===== config.mk =====
export PLATFORM = sky130hd
export DESIGN_NAME = stage1if
export DESIGN_NICKNAME = d
export VERILOG_FILES = /design/src/rtl/stage1if_pkg.sv /design/src/rtl/stage1if_fetch_queue.sv /design/src/rtl/stage1if.sv
export SDC_FILE = /design/constraint.sdc
export NUM_CORES = 1
export LEC_CHECK = 0
export ABC_CLOCK_PERIOD_IN_PS = 5700
export CORE_AREA = 2 2 113 115
export CTS_BUF_LIST = sky130_fd_sc_hd__clkbuf_8 sky130_fd_sc_hd__clkbuf_16
export CTS_CLUSTER_DIAMETER = 30
export DETAILED_ROUTE_END_ITERATION = 8
export DIE_AREA = 0 0 115 117
export PLACE_DENSITY = 0.61
export REMOVE_ABC_BUFFERS = 1
export SYNTH_ARGS = -nofsm -noshare
export SYNTH_HDL_FRONTEND = slang
export SYNTH_HIERARCHICAL = 1
export SYNTH_SLANG_ARGS = --single-unit

===== constraint.sdc =====
create_clock -name clk -period 5.7 [get_ports clk]
set_input_delay 0.855 -clock clk [delete_from_list [all_inputs] [get_ports clk]]
set_output_delay 0.855 -clock clk [all_outputs]
set_load 0.01 [all_outputs]

===== src/rtl/stage1if_pkg.sv =====
// Shared constants for the fetch stage and its neighbours.
//   ISET_*    : instruction-set encodings exchanged with decode
//   OPC_NOP   : all-zero opcode word
//   INSTR_NOP : instruction word presented as a bubble
package stage1if_pkg;
    localparam logic [3:0]  ISET_R    = 4'h1;
    localparam logic [11:0] OPC_NOP   = 12'h000;
    localparam logic [11:0] INSTR_NOP = OPC_NOP;
endpackage


===== src/rtl/stage1if_fetch_queue.sv =====
// Small synchronous FIFO of fetched {pc, instr} words.
// Ports:
//   clk, rst   : clock, synchronous active-high reset
//   enq        : write enq_data at the tail
//   enq_data   : {pc, instr} being written
//   deq        : pop the head (caller only pops when count > 0)
//   flush      : drop all entries; wins over a simultaneous enq
//   count      : number of valid entries
//   head       : oldest entry, valid whenever count > 0
module stage1if_fetch_queue #(
    parameter int W     = 24,
    parameter int DEPTH = 2,
    parameter int CW    = $clog2(DEPTH + 1)
) (
    input  logic          clk,
    input  logic          rst,
    input  logic          enq,
    input  logic [W-1:0]  enq_data,
    input  logic          deq,
    input  logic          flush,
    output logic [CW-1:0] count,
    output logic [W-1:0]  head
);
    localparam int              PW   = (DEPTH > 1) ? $clog2(DEPTH) : 1;
    localparam logic [PW-1:0]   LAST = PW'(DEPTH - 1);
    localparam logic [CW-1:0]   FULL = CW'(DEPTH);

    logic [DEPTH-1:0][W-1:0] mem;
    logic [PW-1:0]           rd_ptr;
    logic [PW-1:0]           wr_ptr;

    // Pointers wrap explicitly so non-power-of-two depths work.
    function automatic logic [PW-1:0] nxt(input logic [PW-1:0] p);
        return (p == LAST) ? '0 : p + 1'b1;
    endfunction

    assign head = mem[rd_ptr];

    always_ff @(posedge clk) begin
        if (rst || flush) begin
            rd_ptr <= '0;
            wr_ptr <= '0;
            count  <= '0;
        end else begin
            // The issue credit upstream makes these unreachable.
            if (enq && !deq) assert (count != FULL);
            if (deq) assert (count != '0);
            if (enq) begin
                mem[wr_ptr] <= enq_data;
                wr_ptr      <= nxt(wr_ptr);
            end
            if (deq) rd_ptr <= nxt(rd_ptr);
            count <= count + CW'(enq) - CW'(deq);
        end
    end
endmodule


===== src/rtl/stage1if.sv =====
// Instruction-fetch stage. Owns the fetch PC, issues reads to a 1-cycle
// synchronous instruction memory, buffers returns and presents them to decode.
// Ports:
//   clk, rst                : clock, synchronous active-high reset
//   enable_in / enable_out  : global stage enable (freeze when low), passed through
//   stall_in                : decode hazard stall, holds the presented instruction
//   branch_taken_in/_pc_in  : redirect from execute, discards wrong-path work
//   set_in / instr_set_out  : instruction set fed back from decode, registered
//   imem_req_out/_addr_out  : memory read request and address (= fetch PC)
//   imem_data_in            : read data, valid the cycle after a request
//   pc_out/instr_out/valid_out : presented instruction
module stage1if
    import stage1if_pkg::*;
#(
    parameter int                ADDR_W   = 12,
    parameter int                INSTR_W  = 12,
    parameter logic [ADDR_W-1:0] RESET_PC = '0,
    parameter int                FQ_DEPTH = 2
) (
    input  logic               clk,
    input  logic               rst,
    input  logic               enable_in,
    output logic               enable_out,
    input  logic               stall_in,
    input  logic               branch_taken_in,
    input  logic [ADDR_W-1:0]  branch_pc_in,
    input  logic [3:0]         set_in,
    output logic               imem_req_out,
    output logic [ADDR_W-1:0]  imem_addr_out,
    input  logic [INSTR_W-1:0] imem_data_in,
    output logic [ADDR_W-1:0]  pc_out,
    output logic [INSTR_W-1:0] instr_out,
    output logic [3:0]         instr_set_out,
    output logic               valid_out
);
    localparam int CW = $clog2(FQ_DEPTH + 1);
    localparam int EW = ADDR_W + INSTR_W;

    logic [ADDR_W-1:0] fetch_pc;
    logic              inflight;
    logic [ADDR_W-1:0] inflight_pc;
    logic [CW-1:0]     q_count;
    logic [EW-1:0]     q_head;
    logic [CW:0]       occ;
    logic              flush, accept, deq, bypass, enq, issue;

    assign enable_out    = enable_in;
    assign flush         = enable_in & branch_taken_in;
    // Output register can take a new instruction this cycle.
    assign accept        = enable_in & ~branch_taken_in & (~stall_in | ~valid_out);
    assign deq           = accept & (q_count != '0);
    // A return that finds the queue empty goes straight to the output register;
    // this is what gives valid_out two cycles after the request.
    assign bypass        = accept & (q_count == '0) & inflight;
    assign enq           = inflight & ~bypass & ~flush;
    // Credit: queued + in-flight words after this cycle's pop must leave room.
    assign occ           = {1'b0, q_count} + (CW+1)'(inflight) - (CW+1)'(deq);
    assign issue         = ~rst & enable_in & ~branch_taken_in & (occ < (CW+1)'(FQ_DEPTH));
    assign imem_req_out  = issue;
    assign imem_addr_out = fetch_pc;

    stage1if_fetch_queue #(.W(EW), .DEPTH(FQ_DEPTH), .CW(CW)) u_fetch_queue (
        .clk      (clk),
        .rst      (rst),
        .enq      (enq),
        .enq_data ({inflight_pc, imem_data_in}),
        .deq      (deq),
        .flush    (flush),
        .count    (q_count),
        .head     (q_head)
    );

    always_ff @(posedge clk) begin
        if (rst) begin
            fetch_pc      <= RESET_PC;
            inflight      <= 1'b0;
            inflight_pc   <= '0;
            pc_out        <= '0;
            instr_out     <= INSTR_W'(INSTR_NOP);
            instr_set_out <= ISET_R;
            valid_out     <= 1'b0;
        end else begin
            if (enable_in) begin
                instr_set_out <= set_in;
                if (branch_taken_in) begin
                    fetch_pc <= branch_pc_in;
                end else if (issue) begin
                    fetch_pc    <= fetch_pc + 1'b1;
                    inflight_pc <= fetch_pc;
                end
            end
            // Cleared on branch (wrong path) and when frozen (return already captured).
            inflight <= issue;
            if (flush) begin
                instr_out <= INSTR_W'(INSTR_NOP);
                valid_out <= 1'b0;
            end else if (deq) begin
                {pc_out, instr_out} <= q_head;
                valid_out           <= 1'b1;
            end else if (bypass) begin
                pc_out    <= inflight_pc;
                instr_out <= imem_data_in;
                valid_out <= 1'b1;
            end else if (accept) begin
                instr_out <= INSTR_W'(INSTR_NOP);
                valid_out <= 1'b0;
            end
        end
    end
endmodule


==> results.md <==
* Clk pwr share at roughly two fifths
* Post-Route WL at 10300 um
* H-tree levels at 3
* Sw Pwr at 0.374 mW
* # resized after CTS at 0
* Share of the synthesized area in the top cell type at a little under a third
* Final hold vios at 0
* CTS Root Cell: clkbuf_16
* Setup Skew at just under 0.008 ns
* Lkg Pwr at about 2.2 nW
* Antenna viol nets, final at 0
* Hold depth at 0
* Power density over the cells at roughly 290 nW/um2
* Leading area contributor after synthesis: edfxtp_1
* Total CTS buffers at 9
* Final Cycle Share at 87.1%
* Seq pwr share at 49.6%
* Top FF cell, synth: dfxtp_1
* Most used cell, CP: clkdlybuf4s50_1
* Crit Path Category: in -> out
* Vias/cell at about 5.3
* Peak Freq at ~200 MHz
* Asr flop ratio synth at 0%
* Via count at between 3k and 4k
* Layout cell share with drive strength beyond 1 at approximately 14%
* CTS clk-pin slew, worst paths at roughly 0.070 ns
* Synth area leaders: edfxtp_1, dfxtp_1, mux2i_1, mux2_4, nor2_1
* Post-CTS Hold Buffers at 0
* DR iter-0 viols at approximately 240
* Internal power at 1.31 mW
* Antenna cell count at 0
* Routed len/inst at roughly 17 um
* Area after DPL at ~5500 um2
* Crit path max fanout at 27
* Yosys reg bits at between 100 and 150
* CP peak stage delay at around 0.8 ns
* Worst min path class: reg -> reg
* Design Area, Final at about 6000 um2
* Post-synth EDFFs at between 40 and 50
* Crit path capture type: output port
* Synth unique cells at 56
* Required @ worst endpoint at 4.85 ns
* Final setup violation count at 0
* Post-DP HPWL at 6910 um
* Syn_area_per_cell at ~12 um2
* DR DRC count at 0
* Setup crit start kind: input port
* Initial antenna violation count at 0
* CP Data Arrival Time at ~4 ns
* Syn Inst Count at between 300 and 400
* Worst-Margin Slew at around 1.1 ns
* Post-CTS repair timing setup buffer count at 0
* RSZ-0062 raised after global routing: no
* CP max stage cell: a21oi_2
* Worst VDD drop at approximately 0.15 mV
* WP depth at 10
* First-pass GRT wire length at around 16000 um
* Cell Area, Synth at 4680 um2
* Sequential share of the synthesized area at 55.7%
* Post-layout min period at around 5 ns
* Max Cap Viol at 0
* IO Pins at 76
* Delay-heaviest family, CP: buffers and inverters
* Placement Rows at 41
* Die width at roughly 120 um
* Gpl congestion at about 0.8
* Clk_lat worst skew at ~0.35 ns
* Ys Warns at 6
* Reg2reg path depth at 8
* CP cell instances: clkdlybuf4s50_1, nand2b_4, a21oi_2, nor2b_1, o21ai_1, fa_1, xnor2_2, nand4_4, inv_1, clkdlybuf4s50_1
* Net Sw Frac at approximately 22%
* Total core area at roughly 12000 um2
* CTS tree: yes
* Die area at 13500 um2
* CTS sink count at roughly 110
* Number of global-route vias before repair at between 3k and 4k
* Nets at 493
* Status: finished clean
* PortBufs at 75
* Slew Limit Headroom at about a quarter
* Reg-to-reg slack, setup at between 2 and 3 ns
* Overall routing resource usage at 15.5%
* Pre-Repair DR Iteration Count at 4
* CP bufs+invs at 3
* Fill count at between 1k and 1.5k
* Fin Setup TNS at 0 ns
* Area growth, synth to finish at 25.0%
* Die height at 117 um
* Largest net degree at the start of global routing at 46
* Slew Limit Fails at 0
* Combinational share of power at 9.7%
* GRT overflow at 0
* Maximum buffer depth of the clock tree at 2
* Starting Density at a little under two fifths
-- power groups by stage --
| stage | Sequential, mW | Clock, mW | Combinational, mW |
|---|---|---|---|
| after global placement | 0.852 | 0 | 0.162 |
| after floorplan | 0.855 | 0 | 0.0682 |
| after global routing | 0.839 | 0.734 | 0.178 |
| after detailed placement | 0.853 | 0 | 0.164 |
| final | 0.836 | 0.687 | 0.163 |
| after CTS | 0.836 | 0.701 | 0.165 |
-- cell type report --
cell class	instances	area [um2]	area share, %
clock inverter	3	40.0	0.685
timing repair buffer	83	806	13.8
clock buffer	13	303	5.18
multi-input combinational	247	1870	32.0
sequential	106	2600	44.5
inverter	9	33.8	0.578
tap	150	188	3.21
-- layout by cell type (no fill, tap or decap), types with 3 or more instances in the layout --
master and count:
a211oi_1 16, a21oi_1 7, a311oi_1 14, a31oi_1 5, and3_1 3, buf_4 8, clkbuf_16 11, clkdlybuf4s50_1 74
dfxtp_1 58, edfxtp_1 48, ha_1 3, inv_1 8, mux2_2 5, mux2_4 19, mux2i_1 30, nand2_1 24
nand3_1 19, nand4_1 4, nor2_1 50, nor3_1 3, o21ai_0 6, or3_1 3
-- registers in the layout, indices dropped and copies added, names as in the netlist --
name	flops
instr_set_out	4
u_fetch_queue/wr_ptr	1
pc_out	12
u_fetch_queue/rd_ptr	1
valid_out	1
inflight_pc	12
imem_addr_out	12
u_fetch_queue/count	2
u_fetch_queue/mem	48
instr_out	12
inflight	1
-- metrics by stage --
step | worst slack (ns) | hold WS, ns | cells | utilization [%] | power (mW)
after floorplan | 1.06 | 0.447 | 362 | - | 0.923
after global placement | 0.733 | 0.467 | 595 | 44.7 | 1.01
after detailed placement | 0.727 | 0.459 | 595 | 44.7 | 1.02
after CTS | 0.710 | 0.490 | 611 | 47.5 | 1.70
after global routing | 0.488 | 0.505 | 611 | 47.5 | 1.75
final | 0.736 | 0.484 | 611 | 47.5 | 1.69
-- routing by layer --
metal	wire length [um]	share of wire (%)	track usage [%]
met2	5090	50	25.8
met4	151	1.5	5.06
met3	401	3.9	4.12
met1	4620	45	19.7
met5	0	0	0
-- final timing paths --
check                   from                     to
max          branch_taken_in           imem_req_out
min           inflight_pc[4]  u_fetch_queue/mem[40]
max reg2reg        valid_out      imem_addr_out[11]
min reg2reg   inflight_pc[4]  u_fetch_queue/mem[40]
-- cell usage after synthesis, types with 3 or more instances --
library cell / number
a31oi_1: 5
nor3_1: 3
clkbuf_1: 11
mux2_2: 5
inv_1: 8
a211oi_1: 16
mux2_4: 19
and3_1: 3
a311oi_1: 14
nand3_1: 19
o21ai_0: 6
edfxtp_1: 48
or3_1: 3
mux2i_1: 30
buf_4: 4
nand2_1: 24
nor2_1: 50
dfxtp_1: 58
a21oi_1: 7
nand4_1: 4
ha_1: 3
buf_6: 3
buf_2: 5
-- cells by family after synthesis --
| logic type | share of synthesized area, % |
|---|---|
| DFF | 55.7 |
| buffers and inverters | 4.44 |
| xor gates and xnor gates | 1.20 |
| AOI/OAI and AO/OA | 11.6 |
| and+or+nand+nor | 12.2 |
| muxes | 13.7 |
| adders and majority gates | 1.23 |
-- worst register-to-register path, stage by stage, from the launching register on --
cell and delay, ns:
dfxtp_1 0.38, a21oi_2 0.91, nor2b_1 0.11, o21ai_1 0.18
fa_1 0.23, xnor2_2 0.20, nand4_4 0.37, or3_1 0.46
o211ai_1 0.09
(Power assumes the default switching activity.)
